### src/rtl/neuron_sweep_ctrl.sv
// Per-tick sweep sequencer for one neuron core: reads each neuron, lets the
// datapath evaluate, writes the new potential back and forwards spikes.
module neuron_sweep_ctrl #(
    parameter int NUM_NEURONS     = 256,
    parameter int POTENTIAL_WIDTH = 9,
    parameter int ADDR_WIDTH      = $clog2(NUM_NEURONS)
) (
    input  logic                       clk_i,
    input  logic                       rst_i,
    input  logic                       tick_i,
    output logic                       busy_o,
    output logic                       done_o,
    output logic                       tick_overrun_o,
    output logic                       mem_rd_en_o,
    output logic [ADDR_WIDTH-1:0]      mem_addr_o,
    output logic                       mem_wr_en_o,
    output logic [POTENTIAL_WIDTH-1:0] mem_wr_data_o,
    input  logic [POTENTIAL_WIDTH-1:0] nb_write_potential_i,
    input  logic                       nb_spike_i,
    output logic                       spike_valid_o,
    output logic [ADDR_WIDTH-1:0]      spike_id_o,
    input  logic                       spike_ready_i
);

    typedef enum logic [2:0] {
        IDLE,
        READ,
        COMPUTE,
        WRITE,
        SPIKE_WAIT,
        DONE
    } state_t;

    state_t                     state;
    logic [ADDR_WIDTH-1:0]      n;
    logic [POTENTIAL_WIDTH-1:0] pot_q;
    logic                       spk_q;
    logic                       rd_en_q;
    logic                       wr_en_q;
    logic                       valid_q;
    logic                       done_q;
    logic                       overrun_q;
    logic                       last;
    logic                       advance;

    always_comb begin
        last    = (n == ADDR_WIDTH'(NUM_NEURONS - 1));
        advance = ((state == WRITE) && (!spk_q || spike_ready_i)) ||
                  ((state == SPIKE_WAIT) && spike_ready_i);
    end

    // Strobes are registered alongside the state they belong to, so each one
    // is set on the transition into its state and cleared on the way out.
    always_ff @(posedge clk_i) begin
        if (rst_i) begin
            state     <= IDLE;
            n         <= '0;
            pot_q     <= '0;
            spk_q     <= 1'b0;
            rd_en_q   <= 1'b0;
            wr_en_q   <= 1'b0;
            valid_q   <= 1'b0;
            done_q    <= 1'b0;
            overrun_q <= 1'b0;
        end else begin
            if (tick_i && (state != IDLE))
                overrun_q <= 1'b1;
            rd_en_q <= 1'b0;
            wr_en_q <= 1'b0;
            done_q  <= 1'b0;
            case (state)
                IDLE: begin
                    if (tick_i) begin
                        n       <= '0;
                        state   <= READ;
                        rd_en_q <= 1'b1;
                    end
                end
                READ: begin
                    state <= COMPUTE;
                end
                COMPUTE: begin
                    pot_q   <= nb_write_potential_i;
                    spk_q   <= nb_spike_i;
                    valid_q <= nb_spike_i;
                    wr_en_q <= 1'b1;
                    state   <= WRITE;
                end
                WRITE, SPIKE_WAIT: begin
                    if (advance) begin
                        valid_q <= 1'b0;
                        if (last) begin
                            state  <= DONE;
                            done_q <= 1'b1;
                        end else begin
                            n       <= n + 1'b1;
                            state   <= READ;
                            rd_en_q <= 1'b1;
                        end
                    end else begin
                        state <= SPIKE_WAIT;
                    end
                end
                DONE: begin
                    state <= IDLE;
                end
                default: begin
                    state <= IDLE;
                end
            endcase
        end
    end

    assign busy_o         = (state != IDLE);
    assign done_o         = done_q;
    assign tick_overrun_o = overrun_q;
    assign mem_rd_en_o    = rd_en_q;
    assign mem_wr_en_o    = wr_en_q;
    assign mem_addr_o     = n;
    assign mem_wr_data_o  = pot_q;
    assign spike_valid_o  = valid_q;
    assign spike_id_o     = n;

endmodule

### config.mk
export PLATFORM = sky130hd
export DESIGN_NAME = neuron_sweep_ctrl
export DESIGN_NICKNAME = d
export VERILOG_FILES = /design/src/rtl/neuron_sweep_ctrl.sv
export SDC_FILE = /design/constraint.sdc
export NUM_CORES = 1
export LEC_CHECK = 0
export CORE_MARGIN = 1.5
export CORE_UTILIZATION = 50
export DETAILED_ROUTE_END_ITERATION = 12
export DONT_BUFFER_PORTS = 1
export PLACE_DENSITY_LB_ADDON = 0.08
export SLEW_MARGIN = 40
export SYNTH_ARGS = -nofsm -noshare
export SYNTH_HDL_FRONTEND = slang
export SYNTH_SLANG_ARGS = --single-unit
### constraint.sdc
create_clock -name clk_i -period 1.5 [get_ports clk_i]
set_input_delay 0.15 -clock clk_i [delete_from_list [all_inputs] [get_ports clk_i]]
set_output_delay 0.15 -clock clk_i [all_outputs]
set_load 0.02 [all_outputs]
* Word level (Yosys, flattened, before mapping)
Cells that the tools add are included.
** Word-level totals
- Input port bits :: 14
- Flip-flop bits (word level) :: 26
- Logic and storage cells :: 50
- Output and inout port bits :: 31
- Bits in writable memories :: 0
- Memories :: 0
- Memory bits (read-only) :: 0
- Bits in latches :: 0
** Operators by class
- Bitwise logic cells :: 2
- Reduce and logical (&&, ||, !) cells :: 14
- Divide/modulo/power cells :: 0
- $lt $le $gt $ge :: 0
- Eq/ne operators :: 8
- Add/sub/neg operators :: 1
- Shift operators :: 0
- Multipliers :: 0
- Multiplexer cells :: 16
** Operators by type and width (count)
- $mux W8 :: 3
- $pmux W8 S2 :: 1
- $pmux W3 S4 :: 1
- $mux W3 :: 3
- $add A8 B1 Y8 const B :: 1
- $eq A8 B8 Y1 const B :: 1
- $eq A3 B2 Y1 const B :: 2
- $mux W1 :: 6
- $ne A2 B2 Y1 const B :: 3
- $pmux W1 S2 :: 2
- $reduce_and A4 Y1 :: 1
- $reduce_bool A2 Y1 :: 2
- $eq A3 B1 Y1 const B :: 1
- $eq A3 B3 Y1 const B :: 1
- $logic_and A1 B1 Y1 :: 3
- $logic_not A3 Y1 :: 1
- $reduce_bool A3 Y1 :: 1
- $reduce_or A3 Y1 :: 1
- $logic_or A1 B1 Y1 :: 2
- $not A1 Y1 :: 2
- $reduce_and A2 Y1 :: 1
- $reduce_or A2 Y1 :: 1
- $logic_not A1 Y1 :: 1

* Longest topological paths before layout
- Word-level depth :: 6
- Mapped depth :: 5
- Depth with buffers taken out :: 5

* Least setup slack after synthesis
Ideal clock, no wire load.
- Kind :: register -> register
- Start :: reg n[0], in the netlist mem_addr_o[0]
- End :: reg n[6], in the netlist mem_addr_o[6]
- Clock period less this slack :: 1.614 ns
- Data required time :: 1.381 ns
- Path slack :: -0.114 ns
- Data arrival time :: 1.496 ns
- Path buffers :: 0
- Library setup time :: 0.119 ns
- Cell stages (with the launch flop) :: 5
- Cell sequence :: dfxtp_1 -> ha_1 -> nand2_1 -> or4_1 -> o221a_1
** Between the ends
- Word-level cells in the longest chain between the ends :: 4
- Elaborated cells on any way between the ends :: 7
- Those cells by class :: add/sub (1); eq/ne (2); mux (3); reduce/logical (1)
** RTL lines
- start, declared :: RTL line 35 : logic [ADDR_WIDTH-1:0] n;
- start signal, assigned :: RTL line 96 : n <= n + 1'b1;
- $add A8 B1 Y8 :: RTL line 96
- $mux W8 :: RTL line 92 : if (last) begin
- $mux W8 :: RTL line 90 : if (advance) begin
- $pmux W8 S2 :: RTL line 71 : case (state)
Parallel ways exist; a longest one is shown, timed or not. The select of a mux whose other input is x is not followed.
A chain may end at the register's enable or synchronous reset.

* Final worst setup path
- Start :: reg state[1]
- End :: reg n[5], in the netlist mem_addr_o[5]
** Between the ends
- Word-level cells in the longest chain between the ends :: 5
- Elaborated cells on any way between the ends :: 13
- Those cells by class :: eq/ne (5); mux (1); reduce/logical (7)
** RTL lines
- start, declared :: RTL line 34 : state_t state;
- start signal, assigned :: RTL line 56 : state <= IDLE;
- start signal, assigned :: RTL line 75 : state <= READ;
- start signal, assigned :: RTL line 80 : state <= COMPUTE;
- $eq A3 B2 Y1 / $eq A3 B3 Y1 (equally long branches) :: RTL line 48, 71, 49
- $logic_and A1 B1 Y1 (on tied branches) :: RTL line 48, 49
- $logic_or A1 B1 Y1 :: RTL line 48 : advance = ((state == WRITE) && (!spk_q || spike_ready_i)) ||
- $ne A2 B2 Y1 (no line)
- $reduce_and A4 Y1 (no line)
Parallel ways exist; a longest one is shown, timed or not.

==> results.py <==
metrics = {
    "die": {
        "start_util": 0.527,
        "die_x_um": 51.3,
        "row_count": 17,
        "die_area_um2": 2630,
        "coreArea_um2": 2210,
        "ios": 45,
        "die_height_um": 51.3,
    },
    "logic_synthesis": {
        "synth_ff_type": "dfxtp_1",
        "syn_area_per_cell_um2": 8.44,
        "async_flop_share": 0,
        "yosysSeqAreaShare": 0.447,
        "synth_top_area_frac": 0.447,
        "synth_edf_count": 0,
        "synth_area_um2": 1160,
        "synth_cell_type_count": 35,
        "syn_nets": 153,
        "synth_top_cell_by_area": "dfxtp_1",
        "synth_seq_cells": 26,
        "netlist_top_cells_area": "dfxtp_1, nand2_1, a21oi_1",
        "syn_inst": 138,
        "ys.warnings.count": 0,
    },
    "setup_path": {
        "worstReg2RegEnd": "mem_addr_o[5]",
        "critPathMaxFanout": 6,
        "crit_path_top_delay_cell": "or4_4",
        "startpoint_type": "flop",
        "required_ps": 1760,
        "crit_family": "simple AND/OR/NAND/NOR gates",
        "cp.arrival_ps": 1790,
        "crit_path_end_kind": "flop",
        "worst-r2r-cell-count": 5,
        "crit_type": "reg -> reg",
        "r2r-start": "state[1]",
        "cp_cell_sequence": "and3b_2 -> a32oi_4 -> buf_6 -> or4_4 -> a21oi_2",
        "r2r_setup_slack_ps": -30,
        "critPathBufInv": 1,
        "max_stage_delay_ps": 470,
    },
    "placement": {
        "gp_congestion": 0.864,
        "dp_slack_ps": -60.7,
        "portBuffers": 0,
        "dp.cells": 173,
        "dp_hpwl_mm": 1.78,
    },
    "global_routing": {
        "grt_use_met1": 0.293,
        "grt.total_usage": 0.201,
        "grt_pass1_vias": 905,
        "antenna_found_initial": 0,
        "grt_pass1_wl_mm": 4.04,
        "busiest_layer": "met1",
        "grt_util_met2": 0.281,
        "grt-ovfl-total": 0,
        "use_met3": 0.0526,
        "grt_max_degree": 29,
    },
    "timing": {
        "finalHoldViolCount": 0,
        "setup_viol": 3,
        "period_needed_ps": 1530,
        "max_slew_margin": 0.726,
        "fmax_mhz": 654,
        "finalCritPeriodShare": 1.02,
        "max_slew.worst_pin.slew_ps": 401,
        "finalClockSkew_ps": 4.68,
        "rsz0062_at_grt": "yes",
        "timing.final.ws_setup_ps": -30.1,
        "maxSlewViolCount": 0,
    },
    "routing": {
        "vias_per_cell": 5.67,
        "routed_wl_mm": 2.66,
        "drc_errors": 0,
        "dr.pass1.iters": 4,
        "drtAntennaViolNets": 0,
        "vias": 1100,
        "drtIter0Drc": 11,
        "routedWlPerCell_um": 13.7,
    },
    "cts": {
        "cts_sinks": 26,
        "cts_tree": "yes",
        "path_clk_slew_ps": 150,
        "clk_latency_ps": 320,
        "htreeDepth": 1,
        "root_buffer": "clkbuf_4",
        "cts_buffers": 3,
        "cts_max_path_buffers": 2,
    },
    "pwr": {
        "leakagePower_uw": 0.000581,
        "vdd_drop_max_uv": 761,
        "pwr_density_cell_nw_per_um2": 1000,
    },
    "layout": {
        "antenna_cells": 0,
        "seq_area_um2": 534,
        "fill_cells": 174,
        "drive_above_1_share": 0.343,
        "final_cell_count_no_fill": 194,
        "layout-area-overhead-vs-synth_pct": 38.2,
        "layout_common_cells": "nand2_1, buf_4, dfxtp_1, a21oi_1, dlygate4sd3_1",
        "multi_input_area_um2": 639,
        "final_nets": 182,
        "layout_commonest_cell": "nand2_1",
    },
    "hold_path": {
        "hold_end": "mem_addr_o[2]",
        "hold_depth": 2,
        "hp-class": "in -> reg",
        "min_from": "rst_i",
    },
    "status": {
        "violations": "setup timing",
        "status": "complete, but fails checks",
    },
    "flow_run": {
        "max-cap-violations": 0,
    },
}
==> through the flow <==
step           utilization  cell area (µm²)  setup TNS, ps  hold slack (ps)  total power (µW)
2_1_floorplan            -             1190              0              286              1020
3_3_place_gp         0.585             1290           -105              216              1090
3_5_place_dp         0.585             1290           -181              218              1100
4_1_cts              0.637             1410           -159             -140              1550
5_1_grt              0.728             1610           -410             18.1              1690
6_report             0.728             1610          -60.1             16.8              1610
==> per-layer routing <==
metal	wire, µm	share of wire	vias to the layer above
li1	-	-	537
met3	180	0.068	5
met2	1220	0.46	44
met4	33	0.012	0
met5	0	0	-
met1	1220	0.46	514
==> where the power goes <==
| group | leakage, µW | internal (µW) | switching [µW] | total (µW) |
|---|---|---|---|---|
| clock | 0.0000261 | 204 | 213 | 416 |
| sequential | 0.000215 | 744 | 76.7 | 821 |
| combinational | 0.000340 | 191 | 183 | 374 |
==> synth_stat cells, drive strengths merged (2+ instances only) <==
library cell	n
dfxtp	26
nand2	26
a21oi	17
buf	10
nor2	7
nand2b	5
nand3	5
clkbuf	4
or4	4
o21ai	3
o311ai	3
a31oi	2
inv	2
nor3	2
o32ai	2
or2	2
or3	2
xnor2	2
==> cells by family (layout without fill, tap and decap cells) <==
family          count (synthesis)  in the layout  share of synthesized area
xor+xnor                        2              2                     0.0150
compound gates                 35             35                      0.203
flops                          26             26                      0.447
simple gates                   58             58                      0.244
fa+ha+maj                       1              1                     0.0107
buf+inv                        16             44                     0.0805
==> how the worst max path moves through the flow <==
stage,slack [ps],end,from,cells past startpoint
detailed placement,-60,mem_addr_o[7],state[1],5
floorplan,10,mem_addr_o[6],mem_addr_o[3],3
CTS,-50,mem_addr_o[7],state[0],5
global placement,-40,mem_addr_o[7],state[1],5
global route,-80,mem_addr_o[5],state[1],5
finish,-30,mem_addr_o[5],state[1],5
==> repair_timing <==
item                                    CTS  global route
resized for setup                         7            17
endpoints found under the hold margin    26            25
pin swaps                                 4            10
hold buffers                              1            12
endpoints found under the setup margin    7             9
setup buffers                             3             1
gates cloned                              0             0
==> flip-flops by register name, indices dropped and copies added (netlist names) <==
register        count
done_o              1
mem_addr_o          8
mem_rd_en_o         1
mem_wr_data_o       9
mem_wr_en_o         1
spike_valid_o       1
spk_q               1
state               3
tick_overrun_o      1
==> final cells by class <==
type / instances / share of cell area
Sequential cell: 26 / 0.332
Clock buffer: 4 / 0.0295
Tap cell: 28 / 0.0218
Timing Repair Buffer: 38 / 0.215
Inverter: 2 / 0.00466
Multi-Input combinational cell: 96 / 0.397
No activity file was read; power rests on OpenSTA's default activity.
